$ cat src/rtl/rf_wb_reader_pkg.sv
// Shared constants for the architectural register file and its neighbours
// (dst_mux, ID decoder).
package rf_wb_reader_pkg;

  localparam int RF_DATA_W = 32;
  localparam int RF_ADDR_W = 4;
  localparam int REG_ZERO  = 0;
  localparam int REG_LINK  = 15;  // JAL destination

endpackage

$ cat src/rtl/rf_bypass_sel.sv
// Combinational read-value selector for one read port: R0 reads as zero,
// a same-edge WB write to the read address is forwarded, else storage.
module rf_bypass_sel
  import rf_wb_reader_pkg::*;
#(
  parameter int DATA_W = RF_DATA_W,
  parameter int ADDR_W = RF_ADDR_W
) (
  input  logic [ADDR_W-1:0] rd_addr_i,
  input  logic [DATA_W-1:0] mem_data_i,
  input  logic              wr_en_i,
  input  logic [ADDR_W-1:0] wr_addr_i,
  input  logic [DATA_W-1:0] wr_data_i,
  output logic [DATA_W-1:0] value_o
);

  always_comb begin
    value_o = mem_data_i;
    if (rd_addr_i == ADDR_W'(REG_ZERO)) begin
      value_o = '0;
    end else if (wr_en_i && (wr_addr_i == rd_addr_i)) begin
      value_o = wr_data_i;
    end
  end

endmodule

$ cat src/rtl/rf_wb_reader.sv
// Architectural register file fed by the WB stage: one write port, two
// registered read ports with write-through bypass and stall/halt hold.
module rf_wb_reader
  import rf_wb_reader_pkg::*;
#(
  parameter int DATA_W   = RF_DATA_W,
  parameter int ADDR_W   = RF_ADDR_W,
  parameter int NUM_REGS = 2 ** ADDR_W
) (
  input  logic              clk,
  input  logic              rst,
  input  logic [ADDR_W-1:0] p0_addr,
  input  logic [ADDR_W-1:0] p1_addr,
  input  logic              re0,
  input  logic              re1,
  input  logic [ADDR_W-1:0] dst_addr,
  input  logic [DATA_W-1:0] dst,
  input  logic              we,
  input  logic              hlt,
  output logic [DATA_W-1:0] p0,
  output logic [DATA_W-1:0] p1
);

  logic [DATA_W-1:0] mem_q [NUM_REGS];
  logic              wr_en;
  logic              wr_commit;

  logic [ADDR_W-1:0] rd_addr  [2];
  logic              rd_en    [2];
  logic [DATA_W-1:0] rd_value [2];
  logic [DATA_W-1:0] p_d      [2];
  logic [DATA_W-1:0] p_q      [2];

  assign wr_en     = we && !hlt;
  // R0 never gets written, so its flop stays at the reset value of zero.
  assign wr_commit = wr_en && (dst_addr != ADDR_W'(REG_ZERO));

  generate
    for (genvar gi = 0; gi < NUM_REGS; gi++) begin : g_reg
      always_ff @(posedge clk or posedge rst) begin
        if (rst) begin
          mem_q[gi] <= '0;
        end else if (wr_commit && (dst_addr == ADDR_W'(gi))) begin
          mem_q[gi] <= dst;
        end
      end
    end
  endgenerate

  assign rd_addr[0] = p0_addr;
  assign rd_addr[1] = p1_addr;
  assign rd_en[0]   = re0;
  assign rd_en[1]   = re1;

  generate
    for (genvar gi = 0; gi < 2; gi++) begin : g_port
      rf_bypass_sel #(
        .DATA_W (DATA_W),
        .ADDR_W (ADDR_W)
      ) u_sel (
        .rd_addr_i  (rd_addr[gi]),
        .mem_data_i (mem_q[rd_addr[gi]]),
        .wr_en_i    (wr_en),
        .wr_addr_i  (dst_addr),
        .wr_data_i  (dst),
        .value_o    (rd_value[gi])
      );

      always_comb begin
        p_d[gi] = p_q[gi];
        if (rd_en[gi] && !hlt) begin
          p_d[gi] = rd_value[gi];
        end
      end

      always_ff @(posedge clk or posedge rst) begin
        if (rst) begin
          p_q[gi] <= '0;
        end else begin
          p_q[gi] <= p_d[gi];
        end
      end
    end
  endgenerate

  assign p0 = p_q[0];
  assign p1 = p_q[1];

endmodule

$ cat config.mk
export PLATFORM = sky130hd
export DESIGN_NAME = rf_wb_reader
export DESIGN_NICKNAME = d
export VERILOG_FILES = /design/src/rtl/rf_wb_reader_pkg.sv /design/src/rtl/rf_bypass_sel.sv /design/src/rtl/rf_wb_reader.sv
export SDC_FILE = /design/constraint.sdc
export NUM_CORES = 1
export LEC_CHECK = 0
export BUFFER_PORTS_ARGS = -buffer_cell sky130_fd_sc_hd__buf_4
export CORE_ASPECT_RATIO = 1.5
export CORE_UTILIZATION = 50
export CTS_BUF_LIST = sky130_fd_sc_hd__clkbuf_4 sky130_fd_sc_hd__clkbuf_8 sky130_fd_sc_hd__clkbuf_16
export DETAILED_ROUTE_END_ITERATION = 8
export PLACE_DENSITY = 0.67
export SKIP_LAST_GASP = 1
export SYNTH_ARGS = -nofsm -noshare
export SYNTH_HDL_FRONTEND = slang
export SYNTH_SLANG_ARGS = --single-unit
$ cat constraint.sdc
create_clock -name clk -period 41.9 [get_ports clk]
set_input_delay 0 -clock clk [delete_from_list [all_inputs] [get_ports clk]]
set_output_delay 0 -clock clk [all_outputs]
set_load 0.01 [all_outputs]
==> impl_results.md <==
- CTS tree: yes
- Yosys reg bits: 576
- Syn Nets: 1940
- Worst stage delay on the critical path: 0.85 ns
- Post-synthesis mux area share: 39.1%
- H-tree levels: 2
- Die height: 299 um
- Synth top area share: 49.1%
- DR WL/cell: 29.9 um
- Unrepaired setup endpoints after global routing: no
- Top post-synthesis cells by area: dfrtp_1 49%, mux4_2 19%, mux2_2 18%
- Fin crit share: 6.33%
- Largest net degree at the start of global routing: 146
- Critical path's most frequent cell: a211oi_1
- Post-route ant nets: 0
- Reg clk slew, reported paths: 0.07 ns
- Clock Skew: 0.0144 ns
- Initial antenna violation count: 0
- Adder-cell share of the synthesized area: 0%
- Utilization after layout: 56.5%
- Global route total overflow: 0
- Maximum clock frequency: 377 MHz
- Largest family of logic cells by synthesized area: multiplexers
- Worst-path maximum fanout: 87
- Met3 routed WL: 6.33 mm
- RD Place Congestion: 0.775
- First-pass GRT wire length: 124 mm
- First-pass DRT Iterations: 5
- Critical path arrival: 3.12 ns
- Fin nets: 1947
- Minimum clock period: 2.65 ns
- Synth unique cells: 37
- Max Slew Vio Count: 0
- Critical path, cell by cell: clkbuf_8, buf_4, mux4_2, nor2b_1, a211oi_1, a211oi_1, a221o_1
- Hpwl dp: 41.9 mm
- Crit path buffers/inverters: 2
- P&R area growth vs syn: 11.6%
- Critical path class: in -> reg
- Final setup vio count: 0
- Max Cap Viol: 0
- Area leader, netlist: dfrtp_1
- Share of layout cells above drive strength 1: 51.7%
- Drc violations: 0
- Hold Fails Final Rpt: 0
- Post-CTS Setup Bufs: 0
- Compound-cell area share of the yosys netlist: 6.12%
- Register area share after synthesis: 49.1%
- Worst slew pin tran: 1.19 ns
- N_diodes: 0
- DR vias: 18300
- Clock latency on the worst-skew pair: 0.60 ns
- Vias in the first global route: 19200
- Overall Global Routing Usage: 28.3%
- Num ports: 114
- Die width: 200 um
- Maximum vdd ir drop: 32.0 uV
- Slew headroom: 20.9%
- CP top delay family: buffers and inverters
- R2r setup slk: 40.05 ns
- Leakage: 14.1 nW
- # rows: 108
- Total Wirelength: 80.9 mm
- Startpoint Class: input pin
- Crit-path slowest cell: buf_4
- CORE AREA: 58000 sq um
- Vias per inst: 6.75
- Worst hold path startpoint: re1
- Crit. Startpoint: p1_addr[0]
- Metal2 WL: 38.1 mm
- Filler cells: 4483
- Cell count after synthesis: 1890
- Die area: 59700 sq um
- Metal-1 WL: 33.8 mm
- Highest metal used: met4
- Min-delay worst type: in -> reg
- Port Buffer Count: 113
- Starting Density: 50.6%
- Synth Area in Simple Gates: 1.73%
- CTS sink cnt: 576
- Status: finished clean
- Synth Warn #: 0
- Mean post-synth cell area: 15.5 sq um
- Mapped cell area: 29400 sq um
- Critical Path RT: 42.37 ns
- RR Startpoint: mem_q[346]
- Iteration-0 DRC Markers: 1526
- XOR/XNOR Fraction of Synth Area: 0.239%
- CTS Buffer Depth: 3
- CTS root buf: clkbuf_16
- Power Dens Cells: 48.0 nW/um^2
- Setup_tns: 0 ns
- Total CTS buffers: 54
- CP endpoint kind: register
==> final timing paths <==
| check | endpoint | cells past startpoint |
|---|---|---|
| worst max-delay path | p1[26] | 7 |
| worst min-delay path | p1[31] | 5 |
| worst max register to register | p1[26] | 5 |
| worst min register to register | mem_q[497] | 0 |
| max in group asynchronous | p1[11] | 5 |
| min in group asynchronous | mem_q[322] | 3 |
==> cell type report <==
class                   instances  area (sq um)  area share [%]
well taps                     770           963            2.94
multi-input cells            1086         14000            42.8
flip-flops and latches        576         14400            44.0
clock inverters                17           241           0.737
repair buffers                178          1450            4.42
inverters                       1          11.3          0.0344
clock buffers                  79          1670            5.09
==> kinds of logic (layout without fill, tap and decap cells) <==
group / count (synthesis) / count (layout)
simple gates: 84 / 84
mux: 769 / 769
compound gates: 225 / 225
xor+xnor: 8 / 8
flops: 576 / 576
buf+inv: 228 / 275
==> what timing repair did <==
item,4_1_cts,5_1_grt
endpoints found under the hold margin,668,0
resized for setup,0,0
hold buffers,33,0
endpoints found under the setup margin,0,0
==> sequential cells by signal (all words and copies together) (netlist names) <==
signal  flops
mem_q     512
p1         32
p0         32
==> cells in the mapped netlist <==
| cell | number |
|---|---|
| nand2b_1 | 3 |
| nor4bb_1 | 1 |
| nor2_1 | 7 |
| o21ai_1 | 1 |
| dfrtp_1 | 576 |
| buf_1 | 26 |
| buf_12 | 2 |
| o21ai_0 | 3 |
| nor4b_1 | 2 |
| nand4_1 | 1 |
| or2_2 | 1 |
| nand3_1 | 4 |
| and2_1 | 1 |
| nand2_1 | 14 |
| buf_4 | 16 |
| a21oi_1 | 32 |
| nand3b_1 | 1 |
| xnor2_1 | 8 |
| a211oi_2 | 8 |
| inv_1 | 1 |
| nor3_2 | 1 |
| mux2i_1 | 35 |
| nor4_1 | 3 |
| a221o_1 | 63 |
| and4_1 | 1 |
| mux2_1 | 8 |
| nor4_4 | 1 |
| buf_6 | 7 |
| buf_2 | 69 |
| a211oi_1 | 54 |
| mux2_2 | 472 |
| nor4_2 | 2 |
| nor2b_1 | 38 |
| nor3_1 | 3 |
| clkbuf_1 | 107 |
| mux4_2 | 254 |
| a22oi_1 | 64 |
==> tightest hold or removal path, stage by stage <==
cell and delay (ns):
buf_4 0.08, nand2b_2 0.05, buf_4 0.36, nand2_1 0.15
o21ai_0 0.07
==> per-layer routing <==
layer  vias up  GRT usage, %
li1       7417             -
met1      9927          40.9
met2       762          43.3
met3       154          5.17
met4         0          9.54
met5         -             0
==> report_power, final <==
group,internal (mW),total (mW),switching [mW]
logic,0.190,0.305,0.114
clock network,0.312,0.528,0.217
registers,0.660,0.739,0.0794
total,1.16,1.57,0.410
==> stage by stage <==
step	setup WS (ns)	area (sq um)	instances	power, mW	hold slack, ns
3_5_place_dp	38.66	30500	2578	1.05	0.285
2_1_floorplan	25.79	29400	1890	0.955	0.135
5_1_grt	38.95	32800	2707	1.64	0.182
4_1_cts	39.23	32800	2707	1.58	0.116
3_3_place_gp	38.67	30500	2578	1.04	0.265
6_report	39.25	32800	2707	1.57	0.158
==> cell usage in the layout, fill, tap and decap left out, drive strengths merged, types with 2 or more instances in the layout <==
cell type,n
mux4,254
a211oi,62
bufinv,6
clkinv,9
nand3,4
nand2,14
inv,2
clkbuf,80
mux2,480
nor3,4
a21oi,32
xnor2,8
mux2i,35
nor4,6
dfrtp,576
a22oi,64
a221o,63
dlygate4sd3,33
buf,144
o21ai,4
nor2,7
nand2b,3
nor2b,38
nor4b,2
(Power assumes the default switching activity.)
